$ cat src/rtl/layer_link_pkg.sv
// Shared types and helpers for the inter-layer handoff stage (layer_link).
package layer_link_pkg;

   typedef enum logic [2:0] {
      FILL  = 3'd0,
      LOAD  = 3'd1,
      START = 3'd2,
      ACK   = 3'd3,
      DRAIN = 3'd4
   } state_t;

   // $clog2 clamped so a one- or two-entry buffer still gets a 1-bit address.
   function automatic int addr_w(input int n);
      int w;
      w = $clog2(n);
      return (w < 1) ? 1 : w;
   endfunction

endpackage

$ cat src/rtl/layer_link.sv
// Hands an activation stream from one fc_layer into the next layer's input
// buffer, then starts it. Optional build macro LAYER_LINK_RELU_EN clamps negative beats to 0.
module layer_link
   import layer_link_pkg::*;
#(
   parameter int datatype_size = 8,
   parameter int input_size    = 784,
   parameter int cnt_width     = 16,
   localparam int AW           = addr_w(input_size)
) (
   input  logic                     clk,
   input  logic                     rst,
   input  logic                     i_func_valid,
   input  logic [datatype_size-1:0] i_func_data,
   output logic                     o_next_busy,
   output logic                     o_ibuf_we,
   output logic [datatype_size-1:0] o_ibuf_wr_data,
   output logic [AW-1:0]            o_ibuf_addr,
   output logic                     o_start,
   input  logic                     i_busy,
   output logic [cnt_width-1:0]     o_frame_cnt,
   output logic                     o_overrun
);

   localparam logic [AW-1:0] LAST = AW'(input_size - 1);

   state_t                     r_state;
   logic [AW-1:0]              r_cnt;
   logic                       r_we;
   logic [datatype_size-1:0]   r_data;
   logic [AW-1:0]              r_addr;
   logic                       r_start;
   logic [cnt_width-1:0]       r_frame;
   logic                       r_overrun;

   logic                       w_next_busy;
   logic                       w_accept;
   logic [datatype_size-1:0]   w_data;

   // Combinational so a downstream busy rise blocks the very beat it coincides with.
   assign w_next_busy = (r_state != FILL) | i_busy;
   assign w_accept    = i_func_valid & ~w_next_busy;

`ifdef LAYER_LINK_RELU_EN
   assign w_data = i_func_data[datatype_size-1] ? '0 : i_func_data;
`else
   assign w_data = i_func_data;
`endif

   always_ff @(posedge clk or negedge rst) begin
      if (!rst) begin
         r_state   <= FILL;
         r_cnt     <= '0;
         r_we      <= 1'b0;
         r_data    <= '0;
         r_addr    <= '0;
         r_start   <= 1'b0;
         r_frame   <= '0;
         r_overrun <= 1'b0;
      end else begin
         r_we    <= 1'b0;
         r_start <= 1'b0;
         if (i_func_valid & w_next_busy)
            r_overrun <= 1'b1;
         unique case (r_state)
            FILL: begin
               if (w_accept) begin
                  r_we   <= 1'b1;
                  r_addr <= r_cnt;
                  r_data <= w_data;
                  if (r_cnt == LAST) begin
                     r_cnt   <= '0;
                     r_state <= LOAD;
                  end else begin
                     r_cnt <= r_cnt + 1'b1;
                  end
               end
            end
            // Final write is on the ibuf port this cycle; start follows it.
            LOAD: begin
               r_start <= 1'b1;
               r_state <= START;
            end
            START: r_state <= ACK;
            ACK: begin
               if (i_busy)
                  r_state <= DRAIN;
            end
            DRAIN: begin
               if (!i_busy) begin
                  r_frame <= r_frame + 1'b1;
                  r_state <= FILL;
               end
            end
            default: r_state <= FILL;
         endcase
      end
   end

   assign o_next_busy    = w_next_busy;
   assign o_ibuf_we      = r_we;
   assign o_ibuf_wr_data = r_data;
   assign o_ibuf_addr    = r_addr;
   assign o_start        = r_start;
   assign o_frame_cnt    = r_frame;
   assign o_overrun      = r_overrun;

endmodule

$ cat config.mk
export PLATFORM = sky130hd
export DESIGN_NAME = layer_link
export DESIGN_NICKNAME = d
export VERILOG_FILES = /design/src/rtl/layer_link_pkg.sv /design/src/rtl/layer_link.sv
export SDC_FILE = /design/constraint.sdc
export NUM_CORES = 1
export LEC_CHECK = 0
export ABC_AREA = 1
export CAP_MARGIN = 0
export CORE_UTILIZATION = 51
export DETAILED_ROUTE_END_ITERATION = 10
export HOLD_SLACK_MARGIN = 0.05
export PLACE_DENSITY = 0.83
export SLEW_MARGIN = 10
export SYNTH_ARGS = -nofsm -noshare
export SYNTH_HDL_FRONTEND = slang
export SYNTH_SLANG_ARGS = --single-unit
$ cat constraint.sdc
create_clock -name clk -period 1.7 [get_ports clk]
set_input_delay 0.425 -clock clk [delete_from_list [all_inputs] [get_ports clk]]
set_output_delay 0.425 -clock clk [all_outputs]
set_load 0.01 [all_outputs]
== Word-level counts from Yosys, hierarchy flattened ==
Cells that the tools add are included.
Widths: inputs -> output; s select.

* Add/sub/neg operators: 2
* Reductions and logical operators: 5
* Equal/unequal tests: 9
* Bitwise operators: 5
* Multiplexer cells: 9

{| class="wikitable"
|+ Operators by type and width
! operator !! count
|-
| $add 16x1->16 const B || 1
|-
| $pmux 3 s5 || 1
|-
| $mux 3 || 4
|-
| $add 10x1->10 const B || 1
|-
| $eq 10x10->1 const B || 1
|-
| $mux 10 || 1
|-
| $ne 2x2->1 const B || 4
|-
| $eq 3x2->1 const B || 2
|-
| $reduce_and 2->1 || 2
|-
| $reduce_and 4->1 || 1
|-
| $eq 3x1->1 const B || 1
|-
| $eq 3x3->1 const B || 1
|-
| $logic_not 3->1 || 1
|-
| $mux 1 || 3
|-
| $reduce_bool 3->1 || 1
|-
| $and 1x1->1 || 2
|-
| $not 1->1 || 2
|-
| $or 1x1->1 || 1
|}

* Output and inout bits: 38
* Register bits after elaboration: 50
* Logic and storage cells: 38
* Bits of input ports: 12

== Depth between registers and ports, before layout ==
* Depth after elaboration: 6
* Depth in mapped cells: 9
* Gate-level depth less buffers: 9

== Worst setup path before layout ==
No wires, ideal clock.

* Path type: register to register
* Start: register r_cnt[0]
* End: register r_cnt[3]
* Cell stages (with the launch flop): 9
* Arrival: 1.227 ns
* Data required time: 1.580 ns
* Library setup time: 0.120 ns
* Path slack: 0.353 ns
* Period minus slack after synthesis: 1.347 ns
* Path buffers: 0
* Cell sequence: dfrtp_1 > ha_1 > nand2_1 > nor2_1 > nand4_1 > inv_1 > nand2_1 > o21ai_0 > nor2_1

* Word-level cells in the longest chain between the ends: 2
* Elaborated cells on any way between the ends: 3
* Those cells by class: add/sub: 1; eq/ne: 1; mux: 1

{| class="wikitable"
|+ RTL lines
! what !! RTL line !! RTL
|-
| start, declared || layer_link.sv:28 || <nowiki>logic [AW-1:0] r_cnt;</nowiki>
|-
| start signal, assigned || layer_link.sv:75 || <nowiki>r_cnt <= r_cnt + 1'b1;</nowiki>
|-
| $add 10x1->10 / $eq 10x10->1 (equally long branches) || layer_link.sv:75, layer_link.sv:71 ||
|-
| $mux 10 (*) || layer_link.sv:71 || <nowiki>if (r_cnt == LAST) begin</nowiki>
|}

Mark *: on every way between the ends. The rest lies on a longest branch, timed or not.
A chain may end at the register's enable or synchronous reset.

== Final worst setup path ==
* Start: register r_frame[8] (netlist: o_frame_cnt[8])
* End: output o_frame_cnt[8]

{| class="wikitable"
|+ RTL lines
! what !! RTL line !! RTL
|-
| start, declared || layer_link.sv:33 || <nowiki>logic [cnt_width-1:0] r_frame;</nowiki>
|-
| start signal, assigned || layer_link.sv:91 || <nowiki>r_frame <= r_frame + 1'b1;</nowiki>
|-
| end, declared || layer_link.sv:21 || <nowiki>output logic [cnt_width-1:0] o_frame_cnt,</nowiki>
|}

No word-level cell between the ends.

==> run metrics <==
antenna cells=0; synthesized net count=between 300 and 400; Antenna Nets Post-Route=0; Post-Syn Instances=289; CP delay by family, top=buffers and inverters; Crit Path Max Fanout=3; Worst EP required=roughly 1300 ps; Period Utilization, post-route=a little over nine tenths; Crit Path Category=reg -> out; critical-path cell list=clkdlybuf4s50_1; Final Hold Violating Endpoints=0; Crit. End Element=output port; most frequent cells in the layout=nand2_1 (112), dfrtp_1 (50), clkdlybuf4s50_1 (44), buf_4 (28), inv_1 (27); Overflow after GRT=0; hold_ws=99.32 ps; worst skew pair latency=roughly 290 ps; FF-to-FF End=r_cnt[3]$_DFFE_PN0P_; worst hold path type=in -> async; P per Cell Area=1148 mW/mm^2; initial DRC count=106; Final Setup Violations=0; hold_buf cts=0; sequential area share after synthesis=50.92%; Nets=about 380; Final GP Congestion=0.8025; maximum vdd drop=approximately 0.00079 V; number of max-cap violations=0; Buffers on Ports=approximately 50; slowest CP cell=clkdlybuf4s50_1; top cells by area, synth=dfrtp_1 (51%), nand2_1 (17%), inv_1 (4.1%), nor2_1 (3.8%), nand3_1 (2.2%); final slew viol count=0; area after detailed placement=between 0.003 and 0.004 sq mm; I/O pin cnt=50; top cell type's share of synthesized area=50.92%; Area Growth Syn to Fin=33.60%; vias in the first global route=approximately 2100; outcome=finished clean; hpwl dp=approximately 3.6 mm; Max Clock Skew=3.348 ps; worst path buffer plus inverter count=1; DR pass1 iterations=4; CTS buffer count=5; DRC errors left=0; largest net degree at the start of global routing=51; max incr delay on CP=550 ps; Fmax=approximately 600 MHz; die height=71.42 microns; Fill cells=roughly 370; CP Data Arrival Time=around 1200 ps; drt wl/cell=11.87 microns; actual slew at the worst max-slew pin=366.6 ps; Sink Count=50; synth warn=0; Clock Pin Slew Worst Setup and Hold Paths=approximately 80 ps; starting density of the core=54.56%; Routed WL=approximately 5 mm; Final Cell Area=0.003283 sq mm; first-pass GRT wire length=8.769 mm; Max-slew headroom=75.37%; Global Route Usage Sum=between 20% and 30%; launch point of the worst path=o_frame_cnt[8]$_DFFE_PN0P_; share of layout cells above drive strength 1=between 15 and 20%; area of the core=0.004504 sq mm; Rows=24; Startpoint Class=flip-flop; Mapped Area=0.002457 sq mm; clock buffer depth=2; R2R cell count=8; RR Startpoint=r_cnt[0]$_DFFE_PN0P_; TritonCTS clock tree=done; fin crit period=1665 ps; most common cell after layout, fill and taps aside=nand2_1; synthesized flop and latch total=50; Via density=between 5 and 6; root buffer cell=clkbuf_8; synth unique cells=29; Die Footprint=0.005100 sq mm; total number of vias=approximately 2100; Synth Area per Inst=approximately 8.5 sq um; Yosys top cell by area=dfrtp_1; Die X-Extent=about 71 microns; Leakage=1.711 nW; H-tree depth=2; R2R Setup Slk=180 ps; initial antenna violation count=0
==> synthesized netlist by cell type <==
cell	instances
nand2_2	1
ha_1	2
a21o_1	1
a21oi_2	1
inv_4	1
nand3b_1	3
nand4_1	8
nand2_1	112
xnor2_1	5
buf_4	1
nor3_1	3
a21oi_1	6
dfrtp_1	50
nor2_1	25
nand2_4	1
nand3_2	1
o21ai_2	4
xor2_1	5
nor2_2	2
xor2_2	1
o21ai_0	7
buf_8	1
buf_6	2
nand3_1	11
nand3_4	3
inv_2	2
nor2_8	2
nor2_4	1
inv_1	27
==> metrics by stage <==
step | power (mW) | TNS, ps | cells | setup WS, ps | util (%)
after floorplan | 2.440 | 0 | 289 | 353.3 | -
final | 3.768 | 0 | 421 | 35.26 | 72.89
after CTS | 3.809 | 0 | 418 | 2.921 | 72.22
after global placement | 3.084 | -1250 | 402 | -295.1 | 68.72
after detailed placement | 3.132 | -2019 | 402 | -304.4 | 68.72
after global routing | 4.045 | -9.254 | 421 | -9.254 | 72.89
==> registers in the layout, summed over array words and instances (netlist names) <==
signal,cells
o_ibuf_addr,10
o_frame_cnt,16
o_ibuf_wr_data,8
o_overrun,1
o_ibuf_we,1
r_state,3
o_start,1
r_cnt,10
==> layout make-up <==
type / count / area, sq um / area share [%]
clock buffers: 6 / 82.58 / 2.515
inverters: 30 / 115.1 / 3.506
multi-input cells: 205 / 1049 / 31.94
flip-flops and latches: 50 / 1251 / 38.11
well taps: 52 / 65.06 / 1.982
repair buffers: 78 / 720.7 / 21.95
==> worst register-to-register path, stage by stage, from the launching register on <==
cell and delay, ps:
dfrtp_1 420, ha_1 190, nand2_1 110, nor2_2 190, nand4_1 180, inv_1 90, nand2_1 90, o21ai_0 110
nor2_1 60
==> cell families (layout without fill, tap and decap cells) <==
family / Yosys count / count (layout) / share of synthesized area (%)
compound gates: 19 / 19 / 4.735
xor+xnor: 11 / 11 / 4.226
fa+ha+maj: 2 / 2 / 1.018
buf+inv: 34 / 114 / 6.518
flops: 50 / 50 / 50.92
simple gates: 173 / 173 / 32.59
==> timing repair <==
item,CTS,global route
setup buffers,10,3
resized for setup,4,3
endpoints found under the setup margin,12,11
==> metal layers <==
metal  track usage [%]  part of all wire, %
met1             24.86                   42
met2             40.85                   53
met3             4.360                  2.9
met4             7.778                  1.4
met5                 0                    0
==> power breakdown <==
part	internal (mW)	total [mW]	switching, mW
Sequential	1.49	1.72	0.230
Clock	0.314	0.670	0.356
Combinational	0.699	1.38	0.679
Total	2.50	3.77	1.27
==> how the worst max path moves through the flow <==
stage	endpoint	slack, ps	cells past startpoint
after floorplan	r_cnt[3]$_DFFE_PN0P_	350	8
after global placement	o_next_busy	-300	4
after detailed placement	o_next_busy	-300	4
after CTS	o_next_busy	3	4
after global routing	o_frame_cnt[8]	-9	1
final	o_frame_cnt[8]	40	1
(Power assumes the default switching activity.)
